$ cat src/rtl/core_pkg.sv
// Shared encodings for the multi-cycle RV32I subset core: opcodes, FSM states, ALU ops.
package core_pkg;

    localparam logic [6:0] OP_IMM = 7'b0010011;
    localparam logic [6:0] OP     = 7'b0110011;
    localparam logic [6:0] LUI    = 7'b0110111;
    localparam logic [6:0] AUIPC  = 7'b0010111;
    localparam logic [6:0] JAL    = 7'b1101111;
    localparam logic [6:0] JALR   = 7'b1100111;
    localparam logic [6:0] SYSTEM = 7'b1110011;

    localparam logic [31:0] EBREAK_INST = 32'h00100073;

    typedef enum logic [2:0] {FETCH, DECODE, EXEC, WB, HALT} state_t;

    typedef enum logic [1:0] {ADD, SUB, PASSB} alu_op_t;

endpackage

$ cat src/rtl/core_regfile.sv
// Architectural register file: two combinational read ports, a debug read port,
// one synchronous write port; x0 reads as zero and ignores writes.
module core_regfile #(
    parameter int XLEN  = 32,
    parameter int NREGS = 32,
    parameter int AW    = $clog2(NREGS)
) (
    input  logic            clk,
    input  logic            rst,
    input  logic [AW-1:0]   i_rs1_addr,
    input  logic [AW-1:0]   i_rs2_addr,
    input  logic [AW-1:0]   i_dbg_addr,
    input  logic            i_we,
    input  logic [AW-1:0]   i_wr_addr,
    input  logic [XLEN-1:0] i_wr_data,
    output logic [XLEN-1:0] o_rs1_data,
    output logic [XLEN-1:0] o_rs2_data,
    output logic [XLEN-1:0] o_dbg_data
);

    logic [XLEN-1:0] r_regs [NREGS];

    // Whole-file clear on reset rules out block RAM; this maps to flops.
    always_ff @(posedge clk) begin
        if (rst) begin
            for (int i = 0; i < NREGS; i++) begin
                r_regs[i] <= '0;
            end
        end else if (i_we && (i_wr_addr != '0)) begin
            r_regs[i_wr_addr] <= i_wr_data;
        end
    end

    assign o_rs1_data = (i_rs1_addr == '0) ? '0 : r_regs[i_rs1_addr];
    assign o_rs2_data = (i_rs2_addr == '0) ? '0 : r_regs[i_rs2_addr];
    assign o_dbg_data = (i_dbg_addr == '0) ? '0 : r_regs[i_dbg_addr];

endmodule

$ cat src/rtl/multi_cycle_core.sv
// Multi-cycle RV32I subset core (addi/add/sub/lui/auipc/jal/jalr/ebreak) with a
// FETCH/DECODE/EXEC/WB state machine and a req/rvalid instruction fetch.
module multi_cycle_core
    import core_pkg::*;
#(
    parameter int          XLEN     = 32,
    parameter logic [31:0] RESET_PC = 32'h80000000,
    parameter int          NREGS    = 32
) (
    input  logic            clk,
    input  logic            rst,
    output logic            imem_req,
    output logic [XLEN-1:0] imem_addr,
    input  logic            imem_rvalid,
    input  logic [31:0]     imem_rdata,
    output logic            retire,
    output logic [XLEN-1:0] retire_pc,
    output logic            halt,
    output logic            trap,
    input  logic [4:0]      dbg_addr,
    output logic [XLEN-1:0] dbg_data
);

    state_t          r_state, w_state_next;
    logic [XLEN-1:0] r_pc, r_op_a, r_op_b, r_tgt_base, r_tgt_off, r_result, r_target;
    logic [31:0]     r_ir;
    alu_op_t         r_alu_op;
    logic            r_is_jump, r_is_jalr, r_halt, r_trap;

    logic [6:0]      w_opcode, w_funct7;
    logic [2:0]      w_funct3;
    logic [XLEN-1:0] w_imm_i, w_imm_u, w_imm_j, w_rs1_data, w_rs2_data;
    logic [XLEN-1:0] w_op_a, w_op_b, w_tgt_base, w_tgt_off, w_alu_result;
    alu_op_t         w_alu_op;
    logic            w_is_jump, w_is_jalr, w_legal, w_is_ebreak;

    assign w_opcode = r_ir[6:0];
    assign w_funct3 = r_ir[14:12];
    assign w_funct7 = r_ir[31:25];
    assign w_imm_i  = {{20{r_ir[31]}}, r_ir[31:20]};
    assign w_imm_u  = {r_ir[31:12], 12'h000};
    assign w_imm_j  = {{12{r_ir[31]}}, r_ir[19:12], r_ir[20], r_ir[30:21], 1'b0};
    assign w_is_ebreak = (r_ir == EBREAK_INST);

    core_regfile #(.XLEN(XLEN), .NREGS(NREGS)) u_regfile (
        .clk        (clk),
        .rst        (rst),
        .i_rs1_addr (r_ir[19:15]),
        .i_rs2_addr (r_ir[24:20]),
        .i_dbg_addr (dbg_addr),
        .i_we       (r_state == WB),
        .i_wr_addr  (r_ir[11:7]),
        .i_wr_data  (r_result),
        .o_rs1_data (w_rs1_data),
        .o_rs2_data (w_rs2_data),
        .o_dbg_data (dbg_data)
    );

    // Only the funct3/funct7 combinations of the supported subset are legal.
    always_comb begin
        w_legal = 1'b0;
        case (w_opcode)
            OP_IMM:            w_legal = (w_funct3 == 3'b000);
            OP:                w_legal = (w_funct3 == 3'b000) &&
                                         ((w_funct7 == 7'h00) || (w_funct7 == 7'h20));
            LUI, AUIPC, JAL:   w_legal = 1'b1;
            JALR:              w_legal = (w_funct3 == 3'b000);
            default:           w_legal = 1'b0;
        endcase
    end

    // Jumps reuse the ALU for the link value (pc + 4); the target has its own adder.
    always_comb begin
        w_op_a     = w_rs1_data;
        w_op_b     = w_imm_i;
        w_alu_op   = ADD;
        w_tgt_base = r_pc;
        w_tgt_off  = w_imm_j;
        w_is_jump  = 1'b0;
        w_is_jalr  = 1'b0;
        case (w_opcode)
            OP: begin
                w_op_b   = w_rs2_data;
                w_alu_op = w_funct7[5] ? SUB : ADD;
            end
            LUI: begin
                w_op_b   = w_imm_u;
                w_alu_op = PASSB;
            end
            AUIPC: begin
                w_op_a = r_pc;
                w_op_b = w_imm_u;
            end
            JAL: begin
                w_op_a    = r_pc;
                w_op_b    = XLEN'(4);
                w_is_jump = 1'b1;
            end
            JALR: begin
                w_op_a     = r_pc;
                w_op_b     = XLEN'(4);
                w_is_jump  = 1'b1;
                w_is_jalr  = 1'b1;
                w_tgt_base = w_rs1_data;
                w_tgt_off  = w_imm_i;
            end
            default: ;
        endcase
    end

    always_comb begin
        case (r_alu_op)
            ADD:     w_alu_result = r_op_a + r_op_b;
            SUB:     w_alu_result = r_op_a - r_op_b;
            default: w_alu_result = r_op_b;
        endcase
    end

    always_ff @(posedge clk) begin
        if (rst) begin
            r_state <= FETCH;
        end else begin
            r_state <= w_state_next;
        end
    end

    always_comb begin
        w_state_next = r_state;
        case (r_state)
            FETCH:   if (imem_rvalid) w_state_next = DECODE;
            DECODE:  w_state_next = (w_is_ebreak || !w_legal) ? HALT : EXEC;
            EXEC:    w_state_next = WB;
            WB:      w_state_next = FETCH;
            HALT:    w_state_next = HALT;
            default: w_state_next = FETCH;
        endcase
    end

    always_ff @(posedge clk) begin
        if (rst) begin
            r_pc       <= RESET_PC;
            r_ir       <= '0;
            r_op_a     <= '0;
            r_op_b     <= '0;
            r_alu_op   <= ADD;
            r_tgt_base <= '0;
            r_tgt_off  <= '0;
            r_is_jump  <= 1'b0;
            r_is_jalr  <= 1'b0;
            r_result   <= '0;
            r_target   <= '0;
            r_halt     <= 1'b0;
            r_trap     <= 1'b0;
        end else begin
            case (r_state)
                FETCH: begin
                    if (imem_rvalid) r_ir <= imem_rdata;
                end
                DECODE: begin
                    r_op_a     <= w_op_a;
                    r_op_b     <= w_op_b;
                    r_alu_op   <= w_alu_op;
                    r_tgt_base <= w_tgt_base;
                    r_tgt_off  <= w_tgt_off;
                    r_is_jump  <= w_is_jump;
                    r_is_jalr  <= w_is_jalr;
                    if (w_is_ebreak) begin
                        r_halt <= 1'b1;
                    end else if (!w_legal) begin
                        r_halt <= 1'b1;
                        r_trap <= 1'b1;
                    end
                end
                EXEC: begin
                    r_result <= w_alu_result;
                    r_target <= (r_tgt_base + r_tgt_off) & ~{{(XLEN-1){1'b0}}, r_is_jalr};
                end
                WB: begin
                    r_pc <= r_is_jump ? r_target : r_pc + XLEN'(4);
                end
                default: ;
            endcase
        end
    end

    assign imem_req  = (r_state == FETCH) && !rst;
    assign imem_addr = r_pc;
    assign retire    = (r_state == WB);
    assign retire_pc = r_pc;
    assign halt      = r_halt;
    assign trap      = r_trap;

endmodule

$ cat config.mk
export PLATFORM = sky130hd
export DESIGN_NAME = multi_cycle_core
export DESIGN_NICKNAME = d
export VERILOG_FILES = /design/src/rtl/core_pkg.sv /design/src/rtl/core_regfile.sv /design/src/rtl/multi_cycle_core.sv
export SDC_FILE = /design/constraint.sdc
export NUM_CORES = 2
export LEC_CHECK = 0
export CAP_MARGIN = 30
export CORE_ASPECT_RATIO = 2
export CORE_UTILIZATION = 50
export DETAILED_ROUTE_END_ITERATION = 7
export DONT_BUFFER_PORTS = 1
export MAX_ROUTING_LAYER = met4
export RECOVER_POWER = 50
export SYNTH_ARGS = -nofsm -noshare
export SYNTH_HDL_FRONTEND = slang
export SYNTH_SLANG_ARGS = --single-unit
export TNS_END_PERCENT = 1
$ cat constraint.sdc
create_clock -name clk -period 5.85 [get_ports clk]
set_input_delay 1.4625 -clock clk [delete_from_list [all_inputs] [get_ports clk]]
set_output_delay 1.4625 -clock clk [all_outputs]
set_load 0.03 [all_outputs]
==> summary.log <==
INFO  status         run_status=finished, violations left
INFO  status         failed_checks=max-capacitance violations, max-slew violations
INFO  sta            achievable-frequency=0.181GHz
INFO  worst_setup_path type_of_origin_of_the_critical_path=flip-flop
INFO  synth          post_synth_inst_count=5551
INFO  job            maxCapViolations=73
INFO  synth          fraction_of_synthesized_area_in_multiplexers=29.7%
INFO  synth          synth-compound-area-share=5.84%
INFO  routing        wl_met2=146000microns
INFO  synth          synth_sequential_area_ratio=47.0%
INFO  global_route   antenna_violations_before_repair=38
INFO  pwr            p_clk_share=37.1%
INFO  sta            postLayoutSetupSlackWorst=0.322ns
INFO  sta            hold_viol_final=0
INFO  synth          postSynthAreaPerCell=13.8squm
INFO  synth          post_synthesis_async_set_or_reset_flop_share=0%
INFO  synth          ys_seq_elements=1288
INFO  place          dpl_cell_area=79900squm
INFO  routing        drtPass1Iterations=6
INFO  sta            timing.setup.tns=0ns
INFO  place          dp_slack=0.740ns
INFO  pwr            powerDensity=270nW/um^2
INFO  sta            worst_margin_slew=3.93ns
INFO  worst_setup_path critPathMaxStageDelay=2.14ns
INFO  routing        via_per_instance_ratio=7.04
INFO  worst_setup_path r2r.worst_path.cells=8
INFO  clock_network  clock_insertion_delay_worst_skew=0.78ns
INFO  place          dp_cells=7211
INFO  final_layout   finalNonFillerCells=7465
INFO  synth          synthAdderAreaFrac=1.10%
INFO  synth          synthFlopType=sky130_fd_sc_hd__edfxtp_1
INFO  final_layout   num-fill-cells=12368
INFO  pwr            ir_worst_vdd=0.255mV
INFO  die            row_count=202
INFO  synth          synth_cell_type_count=79
INFO  die            floorplan.core_area=152000squm
INFO  worst_setup_path crit_required=6.29ns
INFO  synth          synth_top_family_by_area=multiplexers
INFO  sta            slew_headroom=-162%
INFO  worst_setup_path r2r_slack=0.32ns
INFO  routing        vias=52568
INFO  worst_setup_path critPathCaptureType=flip-flop
INFO  final_layout   postLayoutCoreUtil=54.8%
INFO  routing        wl_per_cell=38.7microns
INFO  worst_setup_path path_cells=nand2_1 > or2_2 > nor2_1 > nand3b_1 > clkbuf_1 > o21ai_0 > clkbuf_1 > buf_12
INFO  sta            report.final.setup_viol=0
INFO  clock_network  cts_inserted_buffers=120
INFO  die            design.die.area=155000squm
INFO  global_route   grt_start_max_net_pins=258
INFO  pwr            power.net_switching=6.10mW
INFO  pwr            power.sequential.fraction=47.3%
INFO  pwr            power_report.internal_total=16.4mW
INFO  sta            grt_setup_unrepaired=false
INFO  hold_path      worst_hold_path_type=reg -> reg
INFO  routing        topRoutingLayerUsed=met4
INFO  worst_setup_path critical_path.slowest_cell=sky130_fd_sc_hd__o21ai_0
INFO  die            fp.dieW=279microns
INFO  place          port_buffers=0
INFO  final_layout   drive_gt1_share=25.5%
INFO  place          globalplace.congestion=0.982
INFO  global_route   first_global_vias=52725
INFO  synth          netlist_top_cells_area=sky130_fd_sc_hd__edfxtp_1, sky130_fd_sc_hd__mux4_2, sky130_fd_sc_hd__and2_1
INFO  worst_setup_path cp_data_arrival_time=5.97ns
INFO  synth          synth_enable_flop_cells=1024
INFO  clock_network  cts.hold.buffers_added=0
INFO  final_layout   final_design_area_no_fill=83300squm
INFO  routing        met1Wirelength=88300microns
INFO  clock_network  h-tree-depth=3
INFO  worst_setup_path crit_path_kind=reg -> reg
INFO  hold_path      min_to=r_target[13]$_SDFFE_PP0P_
INFO  hold_path      hold_depth=2
INFO  worst_setup_path r2r-end=u_regfile.r_regs[30][27]$_SDFFCE_PN0P_
INFO  clock_network  clock_path_buffers=3
INFO  synth          synth-xor-area-share=0.868%
INFO  routing        antenna_violating_nets_post_route=0
INFO  place          detailedPlacementHpwl=176000microns
INFO  synth          post_synth_instance_area=76700squm
INFO  synth          synthesis.yosys.warnings=0
INFO  routing        dr_wl_met3=28200microns
INFO  sta            timing.final.crit_share=94.5%
INFO  synth          post-synth-top-area-cell=sky130_fd_sc_hd__edfxtp_1
INFO  worst_setup_path worst_path_most_repeated_cell=sky130_fd_sc_hd__clkbuf_1
INFO  die            initial_utilization=50.5%
INFO  pwr            leakage=28.0nW
INFO  final_layout   finalNetCount=5408
INFO  worst_setup_path timing.critical_path.fanout_max=19
INFO  pwr            netSwitchingFraction=27.1%
INFO  die            fp.dieH=556microns
INFO  global_route   grt.total_usage=38.6%
INFO  worst_setup_path launch_point_of_the_worst_reg_to_reg_path=r_state[1]$_SDFFE_PP0P_
INFO  sta            min_period=5.53ns
INFO  routing        drt_iter0_markers=6698
INFO  clock_network  clock_tree.root_cell=sky130_fd_sc_hd__clkbuf_16
INFO  sta            finalMaxSlewViolations=1231
INFO  global_route   grt_first_pass_wirelength=398000microns
INFO  clock_network  clock-sinks=1288
INFO  clock_network  cts-resized-gates=0
INFO  pwr            comb_power_share=15.6%
INFO  routing        totalWireLength=289000microns
INFO  synth          synth-simple-area-share=12.1%
INFO  clock_network  clk_pin_slew=0.07ns
INFO  clock_network  cts_tree=yes
INFO  sta            worst_clock_skew=0.0349ns
INFO  final_layout   area_delta_synth_final=8.64%
INFO  global_route   globalRoute.totalOverflow=0
INFO  synth          yosysTopAreaCellShare=40.1%
INFO  routing        drc_violations_left=0
INFO  die            boundaryPins=140
INFO  clock_network  post_cts.repair.setup_buffers=0
INFO  hold_path      hp-start=r_target[13]$_SDFFE_PP0P_
## per-layer routing
metal,vias up,track usage (%)
met5,-,-
met4,0,30.1
met3,1112,7.69
met2,3335,63.9
met1,27062,40.2
li1,21059,-
## sequential cells by signal, indices dropped and copies added (netlist names), 3 cells and up, named ones only
name	count
r_target	32
r_op_b	32
r_tgt_base	32
imem_addr	32
r_ir	32
r_result	32
r_tgt_off	21
r_op_a	32
u_regfile.r_regs	1024
r_state	3
## synth_stat cells, types with 26 or more instances
cell type,n
sky130_fd_sc_hd__a221oi_1,48
sky130_fd_sc_hd__mux2_2,33
sky130_fd_sc_hd__mux4_2,960
sky130_fd_sc_hd__and2_1,998
sky130_fd_sc_hd__buf_4,33
sky130_fd_sc_hd__dfxtp_1,264
sky130_fd_sc_hd__o21ai_0,194
sky130_fd_sc_hd__mux2i_1,77
sky130_fd_sc_hd__a21oi_1,287
sky130_fd_sc_hd__nand3_1,30
sky130_fd_sc_hd__buf_2,50
sky130_fd_sc_hd__buf_1,55
sky130_fd_sc_hd__a21o_1,35
sky130_fd_sc_hd__clkbuf_1,464
sky130_fd_sc_hd__o31a_1,31
sky130_fd_sc_hd__inv_1,31
sky130_fd_sc_hd__a211oi_1,26
sky130_fd_sc_hd__nor2_1,216
sky130_fd_sc_hd__xor2_1,27
sky130_fd_sc_hd__ha_1,64
sky130_fd_sc_hd__edfxtp_1,1024
sky130_fd_sc_hd__xnor2_1,49
sky130_fd_sc_hd__nor3_1,75
sky130_fd_sc_hd__nand2_1,249
## through the flow
stage	total power, mW	hold WS [ns]
6_report	22.5	0.447
3_5_place_dp	14.3	0.433
2_1_floorplan	13.2	0.427
5_1_grt	23.0	0.464
4_1_cts	22.5	0.444
3_3_place_gp	14.2	0.429
## worst max-delay path, delay by kind of cell, from the launching register on
| kind | cells | cell delay (ns) |
|---|---|---|
| AOI/OAI and AO/OA | 1 | 2.14 |
| buffers and inverters | 3 | 1.72 |
| DFF | 1 | 0.53 |
| and+or+nand+nor | 4 | 0.75 |
## logic make-up (layout without fill, tap and decap cells)
| family | Yosys count | count (layout) |
|---|---|---|
| flops | 1288 | 1288 |
| other cells | 1 | 54 |
| simple gates | 1675 | 1675 |
| fa+ha+maj | 66 | 66 |
| xor+xnor | 76 | 76 |
| buf+inv | 638 | 459 |
| compound gates | 737 | 737 |
| mux | 1070 | 1070 |
## worst max path at each step
stage / cells after the start / to / slack, ns / start
after floorplan: 7 / dbg_data[10] / 0.67 / dbg_addr[0]
after global placement: 18 / r_result[30]$_SDFFE_PP0P_ / 0.69 / r_op_b[4]$_SDFFE_PP0N_
after detailed placement: 18 / r_result[30]$_SDFFE_PP0P_ / 0.74 / r_op_b[4]$_SDFFE_PP0N_
after CTS: 18 / r_result[30]$_SDFFE_PP0P_ / 0.74 / r_op_b[4]$_SDFFE_PP0N_
after global routing: 7 / u_regfile.r_regs[24][12]$_SDFFCE_PN0P_ / 0.46 / r_state[1]$_SDFFE_PP0P_
final: 8 / u_regfile.r_regs[30][27]$_SDFFCE_PN0P_ / 0.32 / r_state[1]$_SDFFE_PP0P_
## power groups by stage
| stage | registers [mW] | clock network (mW) | logic (mW) |
|---|---|---|---|
| global route | 10.7 | 8.69 | 3.63 |
| CTS | 10.6 | 8.39 | 3.50 |
| detailed placement | 10.8 | 0 | 3.48 |
| global placement | 10.8 | 0 | 3.46 |
| floorplan | 10.6 | 0 | 2.55 |
| finish | 10.6 | 8.35 | 3.51 |
## placed cells by master (no fill, tap or decap), types with 31 or more instances in the layout
cell                        netlist  final
sky130_fd_sc_hd__a21o_1          35     35
sky130_fd_sc_hd__a21oi_1        287    287
sky130_fd_sc_hd__a221oi_1        48     48
sky130_fd_sc_hd__and2_0           0    246
sky130_fd_sc_hd__and2_1         998    752
sky130_fd_sc_hd__buf_12           0     41
sky130_fd_sc_hd__buf_4           33     85
sky130_fd_sc_hd__clkbuf_1       464     76
sky130_fd_sc_hd__clkbuf_16        0    124
sky130_fd_sc_hd__conb_1           1     32
sky130_fd_sc_hd__dfxtp_1        264    253
sky130_fd_sc_hd__edfxtp_1      1024   1024
sky130_fd_sc_hd__ha_1            64     64
sky130_fd_sc_hd__inv_1           31     31
sky130_fd_sc_hd__mux2_2          33     33
sky130_fd_sc_hd__mux2i_1         77     77
sky130_fd_sc_hd__mux4_2         960    960
sky130_fd_sc_hd__nand2_1        249    249
sky130_fd_sc_hd__nor2_1         216    209
sky130_fd_sc_hd__nor3_1          75     74
sky130_fd_sc_hd__o21ai_0        194    186
sky130_fd_sc_hd__o31a_1          31     31
sky130_fd_sc_hd__xnor2_1         49     49
## area by class of cell
type / count / area [sq um] / area share, %
multi-input combinational: 3656 / 38300 / 46.0
clock inverter: 75 / 830 / 0.996
clock buffer: 148 / 3230 / 3.88
timing repair buffer: 205 / 2150 / 2.58
antenna: 22 / 55.1 / 0.0661
sequential: 1288 / 36100 / 43.3
tap: 2040 / 2550 / 3.06
inverter: 31 / 121 / 0.146
Note: power is estimated with default switching activity, not from simulation.
